`config.mk`:
```
export PLATFORM = sky130hd
export DESIGN_NAME = bin_to_bcd_seq
export DESIGN_NICKNAME = d
export VERILOG_FILES = /design/src/rtl/bin_to_bcd_seq.sv
export SDC_FILE = /design/constraint.sdc
export NUM_CORES = 1
export LEC_CHECK = 0
export ABC_CLOCK_PERIOD_IN_PS = 4100
export BUFFER_PORTS_ARGS = -buffer_cell sky130_fd_sc_hd__buf_2
export CORE_UTILIZATION = 59
export CTS_BUF_LIST = sky130_fd_sc_hd__clkbuf_4 sky130_fd_sc_hd__clkbuf_8 sky130_fd_sc_hd__clkbuf_16
export DETAILED_ROUTE_END_ITERATION = 12
export MAX_ROUTING_LAYER = met4
export PLACE_DENSITY = 0.83
export SKIP_LAST_GASP = 1
export SLEW_MARGIN = 0
export SYNTH_ARGS = -nofsm -noshare
export SYNTH_HDL_FRONTEND = slang
export SYNTH_SLANG_ARGS = --single-unit
```
`constraint.sdc`:
```
create_clock -name clk -period 4.1 [get_ports clk]
set_clock_uncertainty 0.05 [all_clocks]
set_input_delay 0.205 -clock clk [delete_from_list [all_inputs] [get_ports clk]]
set_output_delay 0.205 -clock clk [all_outputs]
set_load 0.02 [all_outputs]
```
`src/rtl/bin_to_bcd_seq.sv`:
```
// Sequential binary-to-BCD converter using shift-and-add-3, one input bit per clock.
// Optional leading-zero blanking mask is enabled by defining BIN_TO_BCD_BLANK_EN.
module bin_to_bcd_seq #(
  parameter int unsigned WIDTH  = 20,
  parameter int unsigned DIGITS = 7
) (
  input  logic                  clk,
  input  logic                  reset,
  input  logic                  start,
  input  logic [WIDTH-1:0]      bin,
  output logic                  busy,
  output logic                  done,
  output logic [4*DIGITS-1:0]   bcd,
  output logic                  ovf,
  output logic [DIGITS-1:0]     blank
);

  localparam int unsigned BCD_W = 4 * DIGITS;
  localparam int unsigned CNT_W = $clog2(WIDTH + 1);

  typedef enum logic {IDLE, SHIFT} state_t;

  state_t             state_q, state_d;
  logic [WIDTH-1:0]   sr_q, sr_d;
  logic [BCD_W-1:0]   wrk_q, wrk_d;
  logic [BCD_W-1:0]   bcd_q, bcd_d;
  logic [CNT_W-1:0]   cnt_q, cnt_d;
  logic               sticky_q, sticky_d;
  logic               busy_q, busy_d;
  logic               done_q, done_d;
  logic               ovf_q, ovf_d;

  logic [BCD_W-1:0]   adj;
  logic [BCD_W-1:0]   shifted;
  logic               out_bit;

  // Per-digit add-3 correction; 4-bit arithmetic, no carry between digits
  always_comb begin
    adj = wrk_q;
    for (int i = 0; i < int'(DIGITS); i++) begin
      if (wrk_q[4*i +: 4] >= 4'd5) begin
        adj[4*i +: 4] = wrk_q[4*i +: 4] + 4'd3;
      end
    end
    shifted = {adj[BCD_W-2:0], sr_q[WIDTH-1]};
    out_bit = adj[BCD_W-1];
  end

`ifdef BIN_TO_BCD_BLANK_EN
  logic [DIGITS-1:0] blank_q, blank_d;
  logic [DIGITS-1:0] blank_new;
  logic              zero_above;

  // Blank digit i (i>=1) when it and all higher digits of the new result are zero
  always_comb begin
    zero_above = 1'b1;
    blank_new  = '0;
    for (int i = int'(DIGITS) - 1; i >= 1; i--) begin
      zero_above   = zero_above & (shifted[4*i +: 4] == 4'd0);
      blank_new[i] = zero_above;
    end
  end
`endif

  // Next-state and output computation
  always_comb begin
    state_d  = state_q;
    sr_d     = sr_q;
    wrk_d    = wrk_q;
    bcd_d    = bcd_q;
    cnt_d    = cnt_q;
    sticky_d = sticky_q;
    busy_d   = busy_q;
    done_d   = 1'b0;
    ovf_d    = ovf_q;
`ifdef BIN_TO_BCD_BLANK_EN
    blank_d  = blank_q;
`endif
    unique case (state_q)
      IDLE: begin
        if (start) begin
          sr_d     = bin;
          wrk_d    = '0;
          sticky_d = 1'b0;
          cnt_d    = CNT_W'(WIDTH);
          busy_d   = 1'b1;
          state_d  = SHIFT;
        end
      end
      SHIFT: begin
        sr_d     = {sr_q[WIDTH-2:0], 1'b0};
        wrk_d    = shifted;
        sticky_d = sticky_q | out_bit;
        cnt_d    = cnt_q - CNT_W'(1);
        if (cnt_q == CNT_W'(1)) begin
          bcd_d   = shifted;
          ovf_d   = sticky_q | out_bit;
          done_d  = 1'b1;
          busy_d  = 1'b0;
          state_d = IDLE;
`ifdef BIN_TO_BCD_BLANK_EN
          blank_d = (sticky_q | out_bit) ? '0 : blank_new;
`endif
        end
      end
      default: state_d = IDLE;
    endcase
  end

  // State and output registers with synchronous reset
  always_ff @(posedge clk) begin
    if (reset) begin
      state_q  <= IDLE;
      sr_q     <= '0;
      wrk_q    <= '0;
      bcd_q    <= '0;
      cnt_q    <= '0;
      sticky_q <= 1'b0;
      busy_q   <= 1'b0;
      done_q   <= 1'b0;
      ovf_q    <= 1'b0;
`ifdef BIN_TO_BCD_BLANK_EN
      blank_q  <= ~DIGITS'(1);
`endif
    end else begin
      state_q  <= state_d;
      sr_q     <= sr_d;
      wrk_q    <= wrk_d;
      bcd_q    <= bcd_d;
      cnt_q    <= cnt_d;
      sticky_q <= sticky_d;
      busy_q   <= busy_d;
      done_q   <= done_d;
      ovf_q    <= ovf_d;
`ifdef BIN_TO_BCD_BLANK_EN
      blank_q  <= blank_d;
`endif
    end
  end

  assign busy = busy_q;
  assign done = done_q;
  assign bcd  = bcd_q;
  assign ovf  = ovf_q;
`ifdef BIN_TO_BCD_BLANK_EN
  assign blank = blank_q;
`else
  assign blank = '0;
`endif

endmodule

```
==> metrics.txt <==
Final period util 0.497; Die Area ~6800 um2; Hold Crit Start bin[0]; Final Hold Viols 0; Root Driver clkbuf_8; outcome finished, final reports clean; Worst-Skew Late Latency 0.35 ns; Power per Cell Area 371 nW/um2; Critical Path Start state_q; critical path fanouts, max 63; YS warnings 0; Setup crit end kind flop; PortBufs 53; crit path launch type flop; predominant post-synthesis flop cell dfxtp_1; required time of the worst setup path 4.35 ns; H-tree depth 3; top-count cell post-synth dfxtp_1; final WL 7610 um; CTS tree yes; Final #Nets around 500; Layout fillers 522; Max Freq 0.491 GHz; share of the synthesized area in the top cell type 0.448; Detailed Routing Iterations Pass 1 5; share of cells above drive strength 1 0.162; post-synth top area cell dfxtp_1; n_diodes 0; final setup margin 2.06 ns; pin count of the biggest net entering global routing 64; Hold Path Class input pin to flop; Worst R2R Start state_q; maximum vdd drop about 0.33 mV; Die H 82.7 um; Synth Cell Area 3840 um2; Num CTS Buffers 9; post-cts sizing count 0; critical path class flop to flop; first-pass GRT wire length ~12000 um; vias in the first global route 2823; setup TNS 0 ns; Post-synth EDFFs 0; async set-reset flop share out of synthesis 0; routability cong. 0.813; area growth from synthesis to layout 11.9%; Synth area leaders dfxtp_1 (45%), mux2i_1 (7.3%), a22o_1 (6.6%); leakage power 1.82 nW; synth cell count leaders dfxtp_1 (86), a21oi_1 (50), nor2_1 (47); Site Rows 29; endpoints failing setup 0; DRC 0; Yosys reg bits 86; Worst Tran Pin Value 1.21 ns; RSZ-0062 raised after global routing no; dpl ws 2.08 ns; Chip Width between 80 and 90 um; antenna-violating nets left 0; max cap viols 0; HPWL Detailed 5140 um; all-layer global routing usage 0.248; gr ovfl total 0; WP data arrival approximately 2.3 ns; clock sink count 86; largest buffer count on any clock path 2; register area share after synthesis 0.448; Initial Util 0.608; number of DRC markers in iteration 0 144; Unique masters post-synth 31; utilization after layout 0.680; Max Slew Vio Count 0; Post-CTS Hold Fix Bufs 0; per-cell routed wire length approximately 14 um; Period minus WS final 2.04 ns; clock transition at the registers of the reported paths 0.09 ns; setup repair bufs after CTS 0; Via density roughly 5.6; num ports 61; syn avg cell area 8.95 um2; relative slew slack 0.193; initial antenna violation count 0; Post-Synthesis Cells ~430; Vias 3081; core area 6310 um2
[worst paths after layout]
kind	to	slack, ns	cells after the start
setup reg to reg	ovf	2.06	6
setup / recovery	ovf	2.06	6
hold reg to reg	bcd[16]	0.40	2
hold / removal	sr_q[0]	0.1	3
[registers in the layout, indices dropped and copies added, names as in the netlist]
name and cells:
sticky_q 1, wrk_q 28, done 1, ovf 1
bcd 28, busy 1, sr_q 20, state_q 1
cnt_q 5
[worst max-delay path, stage by stage, from the launching register on]
cell and delay (ns):
dfxtp_2 0.42, buf_4 0.49, and2b_1 0.23, nand3_1 0.08, or2_4 0.32, inv_4 0.19
a32o_1 0.19
[cells by family after synthesis]
family / share of synthesized area
DFF: 0.448
and+or+nand+nor: 0.149
AOI/OAI and AO/OA: 0.196
xor gates and xnor gates: 0.0182
other: 0.000977
adders and majority gates: 0.0521
muxes: 0.0730
buffers and inverters: 0.0632
[placed cells by master (no fill, tap or decap), types with 3 or more instances in the layout]
cell      netlist  final
conb_1          1      7
ha_1           16     16
a21oi_1        50     50
nand2_1        22     22
clkbuf_8        0     10
mux2i_1        28     28
dfxtp_1        86     85
xnor2_1         8      8
o21ai_0        25     25
buf_4           8      3
inv_1          18     18
a22o_1         29     29
nand2b_1        9      9
nand3_1         9      9
nor2b_1         3      3
nor2_1         47     47
nor3_1          5      4
nor3b_1        20     20
o21ai_1        10     10
buf_2          12     53
[area by class of cell]
class                   instances  area (um2)  share of cell area
well taps                      77        96.3              0.0224
clock buffers                  10         138              0.0320
multi-input cells             299        1910               0.445
clock inverters                 6        67.6              0.0157
flip-flops and latches         86        1720               0.401
inverters                      19        73.8              0.0172
repair buffers                 56         288              0.0670
[report_power, final]
part	switching [mW]	leakage [nW]	internal, mW
logic	0.0767	1.02	0.0451
registers	0.0130	0.698	0.854
clock network	0.303	0.0993	0.301
total	0.393	1.82	1.20
[per-stage QoR]
stage	instance area [um2]	std cells	total power, mW	hold WS (ns)
6_report	4300	553	1.59	0.0985
4_1_cts	4300	553	1.60	0.0870
3_3_place_gp	4090	537	1.00	0.383
2_1_floorplan	3860	435	0.984	0.350
3_5_place_dp	4090	537	1.01	0.391
5_1_grt	4300	553	1.65	0.103
[metal layers]
layer | global-route usage | vias to the layer above | part of all wire
li1 | - | 1567 | -
met1 | 0.280 | 1434 | 0.45
met2 | 0.415 | 68 | 0.49
met3 | 0.0714 | 12 | 0.040
met4 | 0.0897 | 0 | 0.014
met5 | - | - | 0
(Power assumes the default switching activity.)
